File: config.mk
export PLATFORM = sky130hd
export DESIGN_NAME = button_conditioner_flat
export DESIGN_NICKNAME = d
export VERILOG_FILES = /design/src/rtl/button_conditioner_if.sv /design/src/rtl/button_conditioner.sv /design/src/flat_wrapper.sv
export SDC_FILE = /design/constraint.sdc
export NUM_CORES = 1
export LEC_CHECK = 0
export ABC_AREA = 1
export BUFFER_PORTS_ARGS = -buffer_cell sky130_fd_sc_hd__buf_2
export CAP_MARGIN = 20
export CORE_MARGIN = 2
export CORE_UTILIZATION = 30
export CTS_CLUSTER_DIAMETER = 150
export DETAILED_ROUTE_END_ITERATION = 10
export PLACE_DENSITY = 0.46
export SYNTH_ARGS = -nofsm -noshare
export SYNTH_HDL_FRONTEND = slang
export SYNTH_SLANG_ARGS = --single-unit
File: constraint.sdc
create_clock -name clk -period 3.95 [get_ports clk]
set_input_delay 0.79 -clock clk [delete_from_list [all_inputs] [get_ports clk]]
set_output_delay 0.79 -clock clk [all_outputs]
set_load 0.03 [all_outputs]
File: src/rtl/button_conditioner_if.sv
// Signal bundle between the raw push-button pin and the controller that
// consumes the conditioned button events. The conditioner attaches through
// the slave modport; whatever drives the pin and watches the events uses master.
interface button_conditioner_if;
  logic btn_raw;
  logic btn_level;
  logic press_pulse;
  logic release_pulse;
  logic long_pulse;

  modport master (
    output btn_raw,
    input  btn_level,
    input  press_pulse,
    input  release_pulse,
    input  long_pulse
  );

  modport slave (
    input  btn_raw,
    output btn_level,
    output press_pulse,
    output release_pulse,
    output long_pulse
  );
endinterface

File: src/rtl/button_conditioner.sv
// Push-button conditioner. Stages: a 2-flop synchronizer, then a debounce FSM
// that produces a debounced level plus one-cycle press, release and long-press
// strobes.
// Optional macro AUTO_REPEAT_EN: while the long press continues to be held,
// press_pulse repeats every REPEAT_CYCLES cycles. The REPEAT_CYCLES parameter
// is declared only when AUTO_REPEAT_EN is defined.
module button_conditioner #(
  parameter int DB_CYCLES   = 500000,
  parameter int LONG_CYCLES = 50000000
`ifdef AUTO_REPEAT_EN
  , parameter int REPEAT_CYCLES = 10000000
`endif
) (
  input  logic                  clk,
  input  logic                  rst,
  button_conditioner_if.slave   btn
);

  localparam int DB_W   = (DB_CYCLES > 1) ? $clog2(DB_CYCLES) : 1;
  localparam int LONG_W = (LONG_CYCLES > 1) ? $clog2(LONG_CYCLES) : 1;
  localparam logic [DB_W-1:0]   DB_LAST   = DB_W'(DB_CYCLES - 1);
  localparam logic [DB_W-1:0]   DB_ONE    = DB_W'(1);
  localparam logic [LONG_W-1:0] LONG_LAST = LONG_W'(LONG_CYCLES - 1);
  localparam logic [LONG_W-1:0] LONG_ONE  = LONG_W'(1);

`ifdef AUTO_REPEAT_EN
  localparam int RPT_W = (REPEAT_CYCLES > 1) ? $clog2(REPEAT_CYCLES) : 1;
  localparam logic [RPT_W-1:0] RPT_LAST = RPT_W'(REPEAT_CYCLES - 1);
  localparam logic [RPT_W-1:0] RPT_ONE  = RPT_W'(1);
`endif

  typedef enum logic [2:0] {
    IDLE,
    DB_PRESS,
    HELD,
    LONG_HELD,
    DB_RELEASE
  } state_t;

  logic [1:0]        sync_q;
  logic              btn_sync;
  state_t            state_q, state_d;
  logic [DB_W-1:0]   db_cnt_q, db_cnt_d;
  logic [LONG_W-1:0] hold_cnt_q, hold_cnt_d;
  logic              long_flag_q, long_flag_d;
  logic              level_q, level_d;
  logic              press_q, press_d;
  logic              release_q, release_d;
  logic              long_q, long_d;
`ifdef AUTO_REPEAT_EN
  logic [RPT_W-1:0]  rpt_cnt_q, rpt_cnt_d;
`endif

  assign btn_sync = sync_q[1];

  assign btn.btn_level     = level_q;
  assign btn.press_pulse   = press_q;
  assign btn.release_pulse = release_q;
  assign btn.long_pulse    = long_q;

  // Two back-to-back flops bring the asynchronous pin into the clock domain.
  always_ff @(posedge clk or posedge rst) begin
    if (rst) begin
      sync_q <= '0;
    end else begin
      sync_q <= {sync_q[0], btn.btn_raw};
    end
  end

  // State, counters and registered outputs; reset drops everything at once.
  always_ff @(posedge clk or posedge rst) begin
    if (rst) begin
      state_q     <= IDLE;
      db_cnt_q    <= '0;
      hold_cnt_q  <= '0;
      long_flag_q <= 1'b0;
      level_q     <= 1'b0;
      press_q     <= 1'b0;
      release_q   <= 1'b0;
      long_q      <= 1'b0;
`ifdef AUTO_REPEAT_EN
      rpt_cnt_q   <= '0;
`endif
    end else begin
      state_q     <= state_d;
      db_cnt_q    <= db_cnt_d;
      hold_cnt_q  <= hold_cnt_d;
      long_flag_q <= long_flag_d;
      level_q     <= level_d;
      press_q     <= press_d;
      release_q   <= release_d;
      long_q      <= long_d;
`ifdef AUTO_REPEAT_EN
      rpt_cnt_q   <= rpt_cnt_d;
`endif
    end
  end

  // Debounce transitions and next values of the strobes and counters.
  always_comb begin
    state_d     = state_q;
    db_cnt_d    = db_cnt_q;
    hold_cnt_d  = hold_cnt_q;
    long_flag_d = long_flag_q;
    press_d     = 1'b0;
    release_d   = 1'b0;
    long_d      = 1'b0;
`ifdef AUTO_REPEAT_EN
    rpt_cnt_d   = rpt_cnt_q;
`endif

    case (state_q)
      IDLE: begin
        if (btn_sync) begin
          state_d  = DB_PRESS;
          db_cnt_d = '0;
        end
      end

      DB_PRESS: begin
        if (!btn_sync) begin
          state_d = IDLE;
        end else if (db_cnt_q == DB_LAST) begin
          state_d    = HELD;
          press_d    = 1'b1;
          hold_cnt_d = '0;
        end else begin
          db_cnt_d = db_cnt_q + DB_ONE;
        end
      end

      HELD: begin
        if (!btn_sync) begin
          state_d  = DB_RELEASE;
          db_cnt_d = '0;
        end else if (hold_cnt_q == LONG_LAST) begin
          state_d     = LONG_HELD;
          long_d      = 1'b1;
          long_flag_d = 1'b1;
`ifdef AUTO_REPEAT_EN
          rpt_cnt_d   = '0;
`endif
        end else begin
          hold_cnt_d = hold_cnt_q + LONG_ONE;
        end
      end

      LONG_HELD: begin
        if (!btn_sync) begin
          state_d   = DB_RELEASE;
          db_cnt_d  = '0;
`ifdef AUTO_REPEAT_EN
          rpt_cnt_d = '0;
        end else if (rpt_cnt_q == RPT_LAST) begin
          press_d   = 1'b1;
          rpt_cnt_d = '0;
        end else begin
          rpt_cnt_d = rpt_cnt_q + RPT_ONE;
`endif
        end
      end

      DB_RELEASE: begin
        if (btn_sync) begin
          state_d = long_flag_q ? LONG_HELD : HELD;
        end else if (db_cnt_q == DB_LAST) begin
          state_d     = IDLE;
          release_d   = 1'b1;
          long_flag_d = 1'b0;
        end else begin
          db_cnt_d = db_cnt_q + DB_ONE;
        end
      end

      default: begin
        state_d = IDLE;
      end
    endcase

    level_d = (state_d == HELD) || (state_d == LONG_HELD) || (state_d == DB_RELEASE);
  end

endmodule

File: src/flat_wrapper.sv
// flat-port wrapper written by rule: the top's interface ports become plain ports
module button_conditioner_flat 
#(
  parameter int DB_CYCLES   = 500000,
  parameter int LONG_CYCLES = 50000000

)
  (clk, rst, btn_btn_raw, btn_btn_level, btn_press_pulse, btn_release_pulse, btn_long_pulse);
  button_conditioner_if btn_i ();
  input  logic clk;
  input  logic rst;
  input wire logic [$bits(btn_i.btn_raw)-1:0] btn_btn_raw;
  output wire logic [$bits(btn_i.btn_level)-1:0] btn_btn_level;
  output wire logic [$bits(btn_i.press_pulse)-1:0] btn_press_pulse;
  output wire logic [$bits(btn_i.release_pulse)-1:0] btn_release_pulse;
  output wire logic [$bits(btn_i.long_pulse)-1:0] btn_long_pulse;
  assign btn_i.btn_raw = btn_btn_raw;
  assign btn_btn_level = btn_i.btn_level;
  assign btn_press_pulse = btn_i.press_pulse;
  assign btn_release_pulse = btn_i.release_pulse;
  assign btn_long_pulse = btn_i.long_pulse;
  button_conditioner #(.DB_CYCLES(DB_CYCLES), .LONG_CYCLES(LONG_CYCLES)) u_core (.clk(clk), .rst(rst), .btn(btn_i));
endmodule
# Word-level counts from Yosys, hierarchy flattened
# Cells that the tools add are included.
# word_totals
ff_bits	55
input_bits	3
output_inout_bits	4
wordCells	73
# classes
addsub	2
n_eq_ne	18
n_mux	34
reduce_logical	10
# op_table
operator	n
$mux 26	4
$mux 19	5
$pmux 19 s4	1
$pmux 26 s2	1
$add 26x1->26 const B	1
$eq 26x26->1 const B	1
$mux 3	8
$add 19x1->19 const B	1
$eq 19x19->1 const B	1
$pmux 3 s5	1
$reduce_and 5->1	3
$mux 1	13
$eq 3x2->1 const B	4
$ne 2x1->1 const B	6
$eq 3x3->1 const B	2
$ne 2x2->1 const B	3
$reduce_bool 2->1	2
$reduce_bool 4->1	1
$eq 3x1->1 const B	1
$logic_not 3->1	1
$logic_or 1x1->1	2
$pmux 1 s2	1
$reduce_or 2->1	1

# Longest topological paths before layout
# Gate-level depths: netlist (run 1).
# logic_depth
depth_word	7
depth_mapped	12
ltp_nobuf	11

# Worst setup path after synthesis (run 1)
# OpenSTA, ideal clock, no wires.
# synth_timing
path_type	flip-flop to flip-flop
startpoint	register u_core.hold_cnt_q[0]
endpoint	register u_core.hold_cnt_q[3]
setup_ps	116
t_arrival_ps	1542
required_time_ps	3834
slack_ps	2292
stages_incl_launch_ff	12
n_path_buf	1
period_less_slack_ps	1658
path_cell_list	dfrtp_1 -> ha_1 -> inv_1 -> nor2_4 -> nand2_2 -> nor2_2 -> nand2_4 -> nand2_4 -> nor2_8 -> buf_8 -> nand2_2 -> nand2_1
# synth_via
elab_chain_cells	4
word_cells_on_any_way	7
classes_between	add/sub (1); eq/ne (2); mux (3); reduce/logical (1)
# synth_rtl
element	line_no	rtl
from (decl)	button_conditioner.sv:44	logic [LONG_W-1:0] hold_cnt_q, hold_cnt_d;
from (signal assigned)	button_conditioner.sv:87	hold_cnt_q <= hold_cnt_d;
$add 26x1->26	button_conditioner.sv:144	hold_cnt_d = hold_cnt_q + LONG_ONE;
$mux 26	button_conditioner.sv:136	end else if (hold_cnt_q == LONG_LAST) begin
$mux 26	button_conditioner.sv:133	if (!btn_sync) begin
$pmux 26 s2	button_conditioner.sv:112	case (state_q)
# Several ways; a longest one is shown, not always the timed one. The select of a mux whose other input is x is not followed.
# A chain may end at the register's enable or synchronous reset.

# Worst setup path in the final report (run 1)
# layout_timing
startpoint	register u_core.db_cnt_q[0]
endpoint	register u_core.hold_cnt_q[15]
# layout_via
elab_chain_cells	3
# layout_rtl
element	line_no	rtl
from (decl)	button_conditioner.sv:43	logic [DB_W-1:0] db_cnt_q, db_cnt_d;
from (signal assigned)	button_conditioner.sv:86	db_cnt_q <= db_cnt_d;
$eq 19x19->1	button_conditioner.sv:123	end else if (db_cnt_q == DB_LAST) begin
$ne 2x1->1 (no source line)	-	
$reduce_and 5->1 (no source line)	-	
# Every way passes these cells.

==> results summary, run 1 <==
After layout, the worst setup slack is 1.89 ns. The final total negative setup slack came out at 0 ns. Among all stages on the critical path, the largest delay is contributed by dfrtp_1.

The path class of the tightest hold or removal check is reg2reg. The weighted congestion reported at the end of routability-driven placement is 0.832. The quantity of I/O buffers inserted on ports is 6. Measured along the x axis, the die boundary spans 117 µm.

The number of clock sinks seen by CTS came out at 55. The initial core utilization came out at 30.5%. The number of warnings reported in the yosys synthesis log is 0.

The H-tree level count is 2. Global routing consumed, over all layers together, 15.0% of the routing resources. The number of synthesized register bits is 55. The detailed-route vias per instance came out at approximately 4.5. The detailed-routing iteration count for the pre-antenna-repair pass is 4. The cell type contributing the most total cell area after synthesis is dfrtp_1. After detailed routing, the average wire length per cell comes to 12.1 µm. The share of the synthesized area in the top cell type came out at 36.2%. The mean area per synthesized cell came out at ~6.6 µm². The internal power consumption is between 0.0009 and 0.001 W. The clock share of power came out at a little over two fifths.

The synthesized netlist net count is 579. The static leakage came out at 1.77 nW. The TritonCTS clock tree is yes.

The share of layout cells above drive strength 1 is between 10% and 20%. The count of fill cells added during filler insertion came out at between 1,000 and 1,500. The DRC violation count after routing came out at 0. The number of nets at the end of the flow is slightly below 600. The number of flops mapped to enable cells by yosys is 0. In this run, placement finished with an instance count of 741. The area enclosed by the die boundary is 0.0136 mm². The clock skew after layout is 0.00789 ns. The non-filler instance count after layout is 749. The via count of the first global-routing pass came out at 3,202.

The number of core rows came out at 41. The largest net degree at the start of global routing came out at 42. The most prevalent standard cell on the critical path is nand3_1. The routed design could run at a clock period as short as ~2.1 ns.

The data arrival time of the critical path came out at 2.24 ns. The maximum buffer depth of the clock tree is 2. The worst setup timing slack at the placement stage came out at 1.90 ns. 7 I/O pins were placed.

The post-layout utilization of the core came out at between 30 and 40%. The transition at the pin with the smallest max-transition slack came out at slightly below 0.9 ns. After synthesis, the most frequently instantiated cells are 213 x nand2_1, 108 x nor2_1, 55 x dfrtp_1, 44 x nand3_1, 35 x inv_1. The post-cts sizing count is 0. Registers take 0.00138 mm². STA classifies the critical path endpoint as a flip-flop. The die height is 117 µm. The headroom to the max-slew limit is 41.2%. The count of max-cap constraint violations is 0. CTS placed an instance of clkbuf_16 at the clock tree root. The startpoint-to-endpoint class of the critical path is reg2reg.

The TritonCTS buffer count is 5. The number of hold violations in the final report came out at 0. The most frequently used cell type in the post-synthesis netlist is nand2_1. For this run, the top clock speed supported by timing is 0.486 GHz. The required time of the critical path came out at 4.13 ns. After detailed routing, the total wire length is 9080 µm. Counting distinct cell types in the post-synthesis netlist gives 31. The number of pins with negative max-slew slack in the final report came out at 0. The total congestion overflow after global routing came out at 0. The cell area after synthesis is 0.00380 mm². The layout overhead on the synthesized area is 8.43%. Setup repair after global routing left no endpoint under its margin.

After synthesis, flip-flops and latches occupy 36.2% of the total area. The number of setup buffers added after CTS is 0. The proportion of power drawn by flip-flops and latches came out at 48.3%. Hold timing on the final database bottoms out at a slack of 0.353 ns.

The first global-routing pass estimated 15,800 µm of wire. The area inside the core boundary is 0.0125 mm². For this design the total switching power over the nets is roughly 0.00032 W. The initial antenna violation count is 0. The cell area power density came out at about 300 mW/mm². The logic gate share of total power is 8.4%. The antenna cell count is 0.

The clock insertion delay at the later pin of the skew report came out at 0.31 ns. Walking the worst path, the cells encountered are ha_1 > nand3_1 > nor2_1 > nand3_1 > nand2_2 > nand3_4 > nand2_1 > o21ai_1. The area of combinational cells with multiple inputs is 0.00214 mm². The longest individual stage delay on the worst path came out at 0.44 ns. The worst setup path is launched from a flip-flop. The worst-case IR drop observed on VDD is 0.198 mV. In the synthesized netlist, the number of instances is 574. Setup violations remaining at the end of the flow were counted as 0. After clock tree synthesis, the flow added hold-fix buffers numbering 0. The most used flip-flop cell after synthesis is dfrtp_1. The estimated wirelength of the detail-placed design is slightly below 7000 µm. The residual antenna-violating net count after detailed routing is 0. Of all flip-flops after synthesis, the portion carrying an async set or reset was 100%. The routed layout has 3,342 vias. The flow ran to the end, and the final reports show no timing, DRC or antenna violations.

The clock edge transition at the registers on the reported setup and hold paths is 0.08 ns. Of all nets on the critical path, the largest fanout is 33. In the finished design, the share of the clock period the worst path needs comes to 52.1%. Ranked by total cell area, the synthesized netlist is headed by dfrtp_1 36%, nand2_1 21%, nor2_1 11%, nand3_1 5.8%, xor2_1 3.9%. The iteration-0 DRC count of the detailed router came out at 105. The fraction of power spent switching nets came out at 26.2%.
kinds of logic (layout without fill, tap and decap cells):
family                   after synthesis  after routing  synth area share [%]
flip-flops                            55             55                  36.2
buffers and inverters                 59             62                  7.41
AO/OA/AOI/OAI                         24             24                  3.79
XOR/XNOR                              23             23                  5.30
AND/OR/NAND/NOR                      411            411                  46.6
adder cells (fa/ha/maj)                2              2                 0.659
final timing paths:
path                                                start                                 to  slack, ns  cells after the start
setup / recovery           u_core.db_cnt_q[0]$_DFFE_PP0P_  u_core.hold_cnt_q[15]$_DFFE_PP0P_       1.89                      8
hold / removal                 u_core.sync_q[0]$_DFF_PP0_         u_core.sync_q[1]$_DFF_PP0_       0.35                      0
setup reg to reg           u_core.db_cnt_q[0]$_DFFE_PP0P_  u_core.hold_cnt_q[15]$_DFFE_PP0P_       1.89                      8
hold reg to reg                u_core.sync_q[0]$_DFF_PP0_         u_core.sync_q[1]$_DFF_PP0_       0.35                      0
max in group asynchronous                             rst  u_core.hold_cnt_q[20]$_DFFE_PP0P_       2.54                      3
min in group asynchronous                             rst   u_core.hold_cnt_q[2]$_DFFE_PP0P_       0.66                      2
power groups by stage:
stage	Combinational [W]	Clock, W	Sequential (W)
floorplan	0.0000952	0	0.000598
global placement	0.000107	0	0.000601
detailed placement	0.000107	0	0.000601
CTS	0.000107	0.000551	0.000590
global route	0.000117	0.000580	0.000592
finish	0.000102	0.000529	0.000590
layout make-up:
| cell class | count | share of cell area, % |
|---|---|---|
| inverters | 47 | 4.28 |
| multi-input cells | 460 | 52.0 |
| clock inverters | 3 | 1.15 |
| well taps | 172 | 5.22 |
| clock buffers | 5 | 3.04 |
| repair buffers | 7 | 0.911 |
| flip-flops and latches | 55 | 33.4 |
state kept, by name, summed over array words and instances (netlist names):
signal	flops
u_core.btn.release_pulse	1
u_core.state_q	3
u_core.btn.press_pulse	1
u_core.btn.btn_level	1
u_core.hold_cnt_q	26
u_core.long_flag_q	1
u_core.sync_q	2
u_core.btn.long_pulse	1
u_core.db_cnt_q	19
worst max-delay path, delay by kind of cell, from the launching register on:
family                     cells  cell delay, ns
adders and majority gates      1            0.33
AOI/OAI and AO/OA              1            0.08
and+or+nand+nor                6            1.07
DFF                            1            0.44
per-layer routing:
metal  vias up  wire, µm  global-route usage, %
li1       1779         -                      -
met1      1527      4360                   19.6
met2        24      4320                   25.0
met3        12       222                   2.70
met4         0       174                   5.24
met5         -         0                      0
layout by cell type (no fill, tap or decap):
| master | instances |
|---|---|
| ha_1 | 2 |
| inv_2 | 13 |
| nor2_2 | 3 |
| nor2_8 | 1 |
| inv_1 | 34 |
| nand3b_1 | 1 |
| bufinv_16 | 1 |
| nand3_4 | 1 |
| xor2_1 | 17 |
| a21oi_1 | 2 |
| o21ai_1 | 13 |
| xnor2_1 | 6 |
| nand2_4 | 2 |
| o21ai_0 | 2 |
| nand4_1 | 6 |
| dfrtp_1 | 55 |
| buf_4 | 1 |
| nand2_2 | 22 |
| nor2_4 | 3 |
| o21bai_1 | 2 |
| buf_2 | 6 |
| o21ai_2 | 5 |
| clkbuf_16 | 5 |
| clkinv_4 | 1 |
| inv_6 | 1 |
| nor2_1 | 108 |
| nand3_1 | 44 |
| or2_2 | 3 |
| nor3_4 | 1 |
| nand2_1 | 213 |
| nor3_1 | 3 |
through the flow:
stage	total power, W	instance area [µm²]
floorplan	0.000693	3800
global placement	0.000707	3950
detailed placement	0.000708	3950
CTS	0.00125	4120
global route	0.00129	4120
finish	0.00122	4120
No activity file was read; power rests on OpenSTA's default activity.
==> inputs of run 2 (changes only) <==
--- a/config.mk
+++ b/config.mk
@@ -5,7 +5,7 @@
 export SDC_FILE = /design/constraint.sdc
 export NUM_CORES = 1
 export LEC_CHECK = 0
-export ABC_AREA = 1
+export ABC_AREA = 0
 export BUFFER_PORTS_ARGS = -buffer_cell sky130_fd_sc_hd__buf_2
 export CAP_MARGIN = 20
 export CORE_MARGIN = 2
==> constraint.sdc (replaced) <==
create_clock -name clk -period 2 [get_ports clk]
set_input_delay 0.4 -clock clk [delete_from_list [all_inputs] [get_ports clk]]
set_output_delay 0.4 -clock clk [all_outputs]
set_load 0.03 [all_outputs]
==> results summary, run 2 <==
The headroom to the max-slew limit is between 70% and 80%. The adder-cell share of the synthesized area is 0.792%. At the placement stage, the worst setup path has a slack of -0.0927 ns. The count of mapped cells out of synthesis is 338.

The transition at the pin with the smallest max-transition slack is 0.375 ns. The clock share of power came out at 34.0%. The detailed-routing iteration count for the pre-antenna-repair pass is 4. Measured against the total synthesized area, the mux share comes to 0.317%. The register with the most flip-flops is u_core.hold_cnt_q. The share of total power dissipated in combinational logic is 8.5%. The proportion of synthesized flip-flops having asynchronous set or reset is 100%. Ranked by instance count, the synthesized netlist is headed by 55 x dfrtp_1, 39 x nor2_1, 32 x nand2_1, 26 x nand3_1.

The post-layout utilization of the core came out at 39.0%. The worst setup path is launched from a flip-flop. The sequential area share after synthesis is 43.6%.

Entering global routing, the biggest net connects 56 pins. Clock-pin slew was measured on the worst setup and hold paths at 0.11 ns. The share of layout cells above drive strength 1 is 29.9%. The estimated wirelength of the detail-placed design came out at approximately 5600 µm. The clock tree synthesis step divided the H-tree into 2 levels.

The number of nets at the end of the flow is 399. The count of max-cap constraint violations is 0. The post-placement cell area is 0.00368 mm². The detailed-route vias per instance is ~5.0.

The post-route cell area is 0.00401 mm². The area enclosed by the die boundary came out at 0.0114 mm². The overall die width came out at about 110 µm. The overall via count from detail_route came out at 2,661. At the worst endpoint, the arrival time is 2.21 ns. The largest fanout of any net on the critical path came out at 5. Each instance of the synthesized netlist takes up on average 9.34 µm². The via count of the first global-routing pass came to 2,665. The share of synthesized cell area in and, or, nand and nor gates came out at 33.2%. The cell area power density came out at 498 mW/mm². Among all cell types in the netlist, the one instantiated most often is dfrtp_1.

The startpoint-to-endpoint class of the critical path is reg2reg. The cell area after synthesis came out at 0.00316 mm². Net switching is 25.5% of the power.

The number of pins with negative max-slew slack in the final report came to 0. The first routing iteration left 120 violations. The worst-case IR drop observed on VDD is 0.306 mV. Pin placement for this block handled 7 I/O pins. The internal power consumption came out at 0.00149 W. The run finished with clean final reports. dfrtp_1 takes more of the synthesized area than any other cell. The combined global-route utilization of all metal layers came out at 14.8%.

The library cells used most frequently in the layout, excluding fill and tap cells, are 52 x dfrtp_1, 50 x buf_4, 39 x nor2_1. The number of hold violations in the final report came out at 0. The number of synthesized register bits is 55. Leaving out fill and tap cells, the most frequent cell in the layout is dfrtp_1. The number of flops mapped to enable cells by yosys came out at 0. The required time of the critical path is 2.24 ns. The classification of the worst-slack hold path is in2async.

The worst hold margin came out at 0.100 ns. The die height is 107 µm. The initial core utilization came out at between 30% and 40%. The total chip power came out at 0.00200 W. The DRC violation count after routing is 0. The xor and xnor fraction of the mapped netlist area came out at 8.04%. The initial antenna violation count came out at 0. Setup repair after global routing could not meet its margin everywhere.

Ranked by total cell area, the synthesized netlist is headed by dfrtp_1 44%, nor2_1 4.6%, xor2_1 4.4%, nand3_1 4.1%, nand2_1 3.8%. The share of the synthesized area in the top cell type is a little over two fifths. The antenna cell count is 0.

The number of core rows is 37. The sum of routed wire length over all layers is ~7800 µm. The congestion estimate from routability-driven global placement came to around 0.8. The clock insertion delay at the later pin of the skew report is 0.33 ns.

The first-pass GRT wire length came out at 13,500 µm. The wire length per cell after detailed routing is around 15 µm. Sequential cells account for 57.5% of the total power.

By area, the combinational part of the netlist is dominated by simple AND/OR/NAND/NOR gates. The distinct cell type count after synthesis came out at 62. Global routing finished with a remaining overflow of 0. After layout, the worst setup slack is ~0.038 ns. The TritonCTS clock tree is yes. The area inside the core boundary is 0.0103 mm². Buffers inserted during clock tree synthesis total 5. Of the available clock period, the critical path in the final layout requires 98.1%. The power dissipated by switching net loads came out at 0.000509 W.

The dominant register cell in the synthesized netlist is dfrtp_1. The tree built by TritonCTS fans out to between 50 and 60 sinks. The achievable clock frequency came out at between 0.5 and 0.6 GHz. The quantity of hold-fixing buffers added after cts is 0. The worst setup path is captured at a flip-flop. The largest registers in the layout are u_core.hold_cnt_q (26), u_core.db_cnt_q (19), u_core.state_q (3). The quantity of I/O buffers inserted on ports is 6.

The tree is rooted in a clkbuf_8. The maximum buffer depth of the clock tree is 2. The static leakage is approximately 1.7 nW.

The synthesized netlist net count came out at 343. The residual antenna-violating net count after detailed routing came out at 0. The clock skew after layout is 0.0144 ns.

The post-layout minimum cycle time is 1.96 ns. The register with the most flip-flops in the layout has 26 of them. Setup violations remaining at the end of the flow were counted as 0.

The synthesized netlist devotes between 10% and 20% of its cell area to compound gates. The layout overhead on the synthesized area came out at 26.9%. During synthesis, Yosys emitted a total of 0 warnings.
==> run 2: cell types whose count changed in the layout (fill, tap and decap cells not counted), moves of 11 or more <==
cell / before / now
nand3_1: 44 / 25
buf_4: 1 / 50
nand2_1: 213 / 30
nor2_1: 108 / 39
inv_1: 34 / 8
o21ai_1: 13 / 1
o21ai_0: 2 / 16
inv_2: 13 / 2
nand2_2: 22 / 1
==> run 2: layout make-up <==
cell class	count	area (µm²)
timing repair buffer	60	477
inverter	10	37.5
fill	1051	6270
tap	136	170
clock buffer	7	86.3
sequential	55	1380
clock inverter	1	8.76
multi-input combinational	262	1850
==> run 2: final timing paths <==
kind	cells past startpoint	to	slack [ns]	startpoint
min in group clk	1	u_core.sync_q[0]$_DFF_PP0_	0.18	btn_btn_raw
max	8	u_core.db_cnt_q[8]$_DFFE_PP0P_	0.04	u_core.db_cnt_q[8]$_DFFE_PP0P_
min	3	u_core.hold_cnt_q[3]$_DFFE_PP0P_	0.10	rst
max reg2reg	8	u_core.db_cnt_q[8]$_DFFE_PP0P_	0.04	u_core.db_cnt_q[8]$_DFFE_PP0P_
max in group asynchronous	3	u_core.hold_cnt_q[10]$_DFFE_PP0P_	1.64	rst
min reg2reg	0	u_core.sync_q[1]$_DFF_PP0_	0.35	u_core.sync_q[0]$_DFF_PP0_
==> run 2: cell families after synthesis <==
kind of cell	count (synthesis)
AO/OA/AOI/OAI	48
XOR/XNOR	29
adder cells (fa/ha/maj)	2
buffers and inverters	21
flip-flops	55
multiplexers	1
AND/OR/NAND/NOR	182
==> run 2: power groups by stage <==
stage	registers (W)	logic (W)	clock network, W
5_1_grt	0.00115	0.000194	0.000752
4_1_cts	0.00114	0.000159	0.000709
2_1_floorplan	0.00116	0.0000881	0
3_5_place_dp	0.00116	0.000153	0
3_3_place_gp	0.00116	0.000153	0
6_report	0.00115	0.000170	0.000678
==> run 2: critical path: stages, from the launching register on <==
cell	delay, ns
dfrtp_1	0.39
nor4b_2	0.16
buf_4	0.14
and2_4	0.16
a21oi_2	0.18
o21ai_2	0.10
buf_4	0.15
or4_1	0.47
a21oi_1	0.15
==> run 2: what timing repair did <==
action                     CTS  global route
buffers inserted             3             3
setup endpoints to repair    9            38
resized for setup           10            28
pin swaps                    3             9
==> run 2: per-stage QoR <==
step                instances  TNS (ns)
floorplan                 338         0
global placement          517   -0.0361
detailed placement        517    -0.271
CTS                       528         0
global route              531    -0.106
finish                    531         0
==> run 2: routing by layer <==
layer	share of wire [%]	track usage, %	up-vias
li1	-	-	1317
met1	51	21.9	1292
met2	45	22.1	47
met3	3.1	2.55	5
met4	1.4	4.64	0
met5	0	0	-
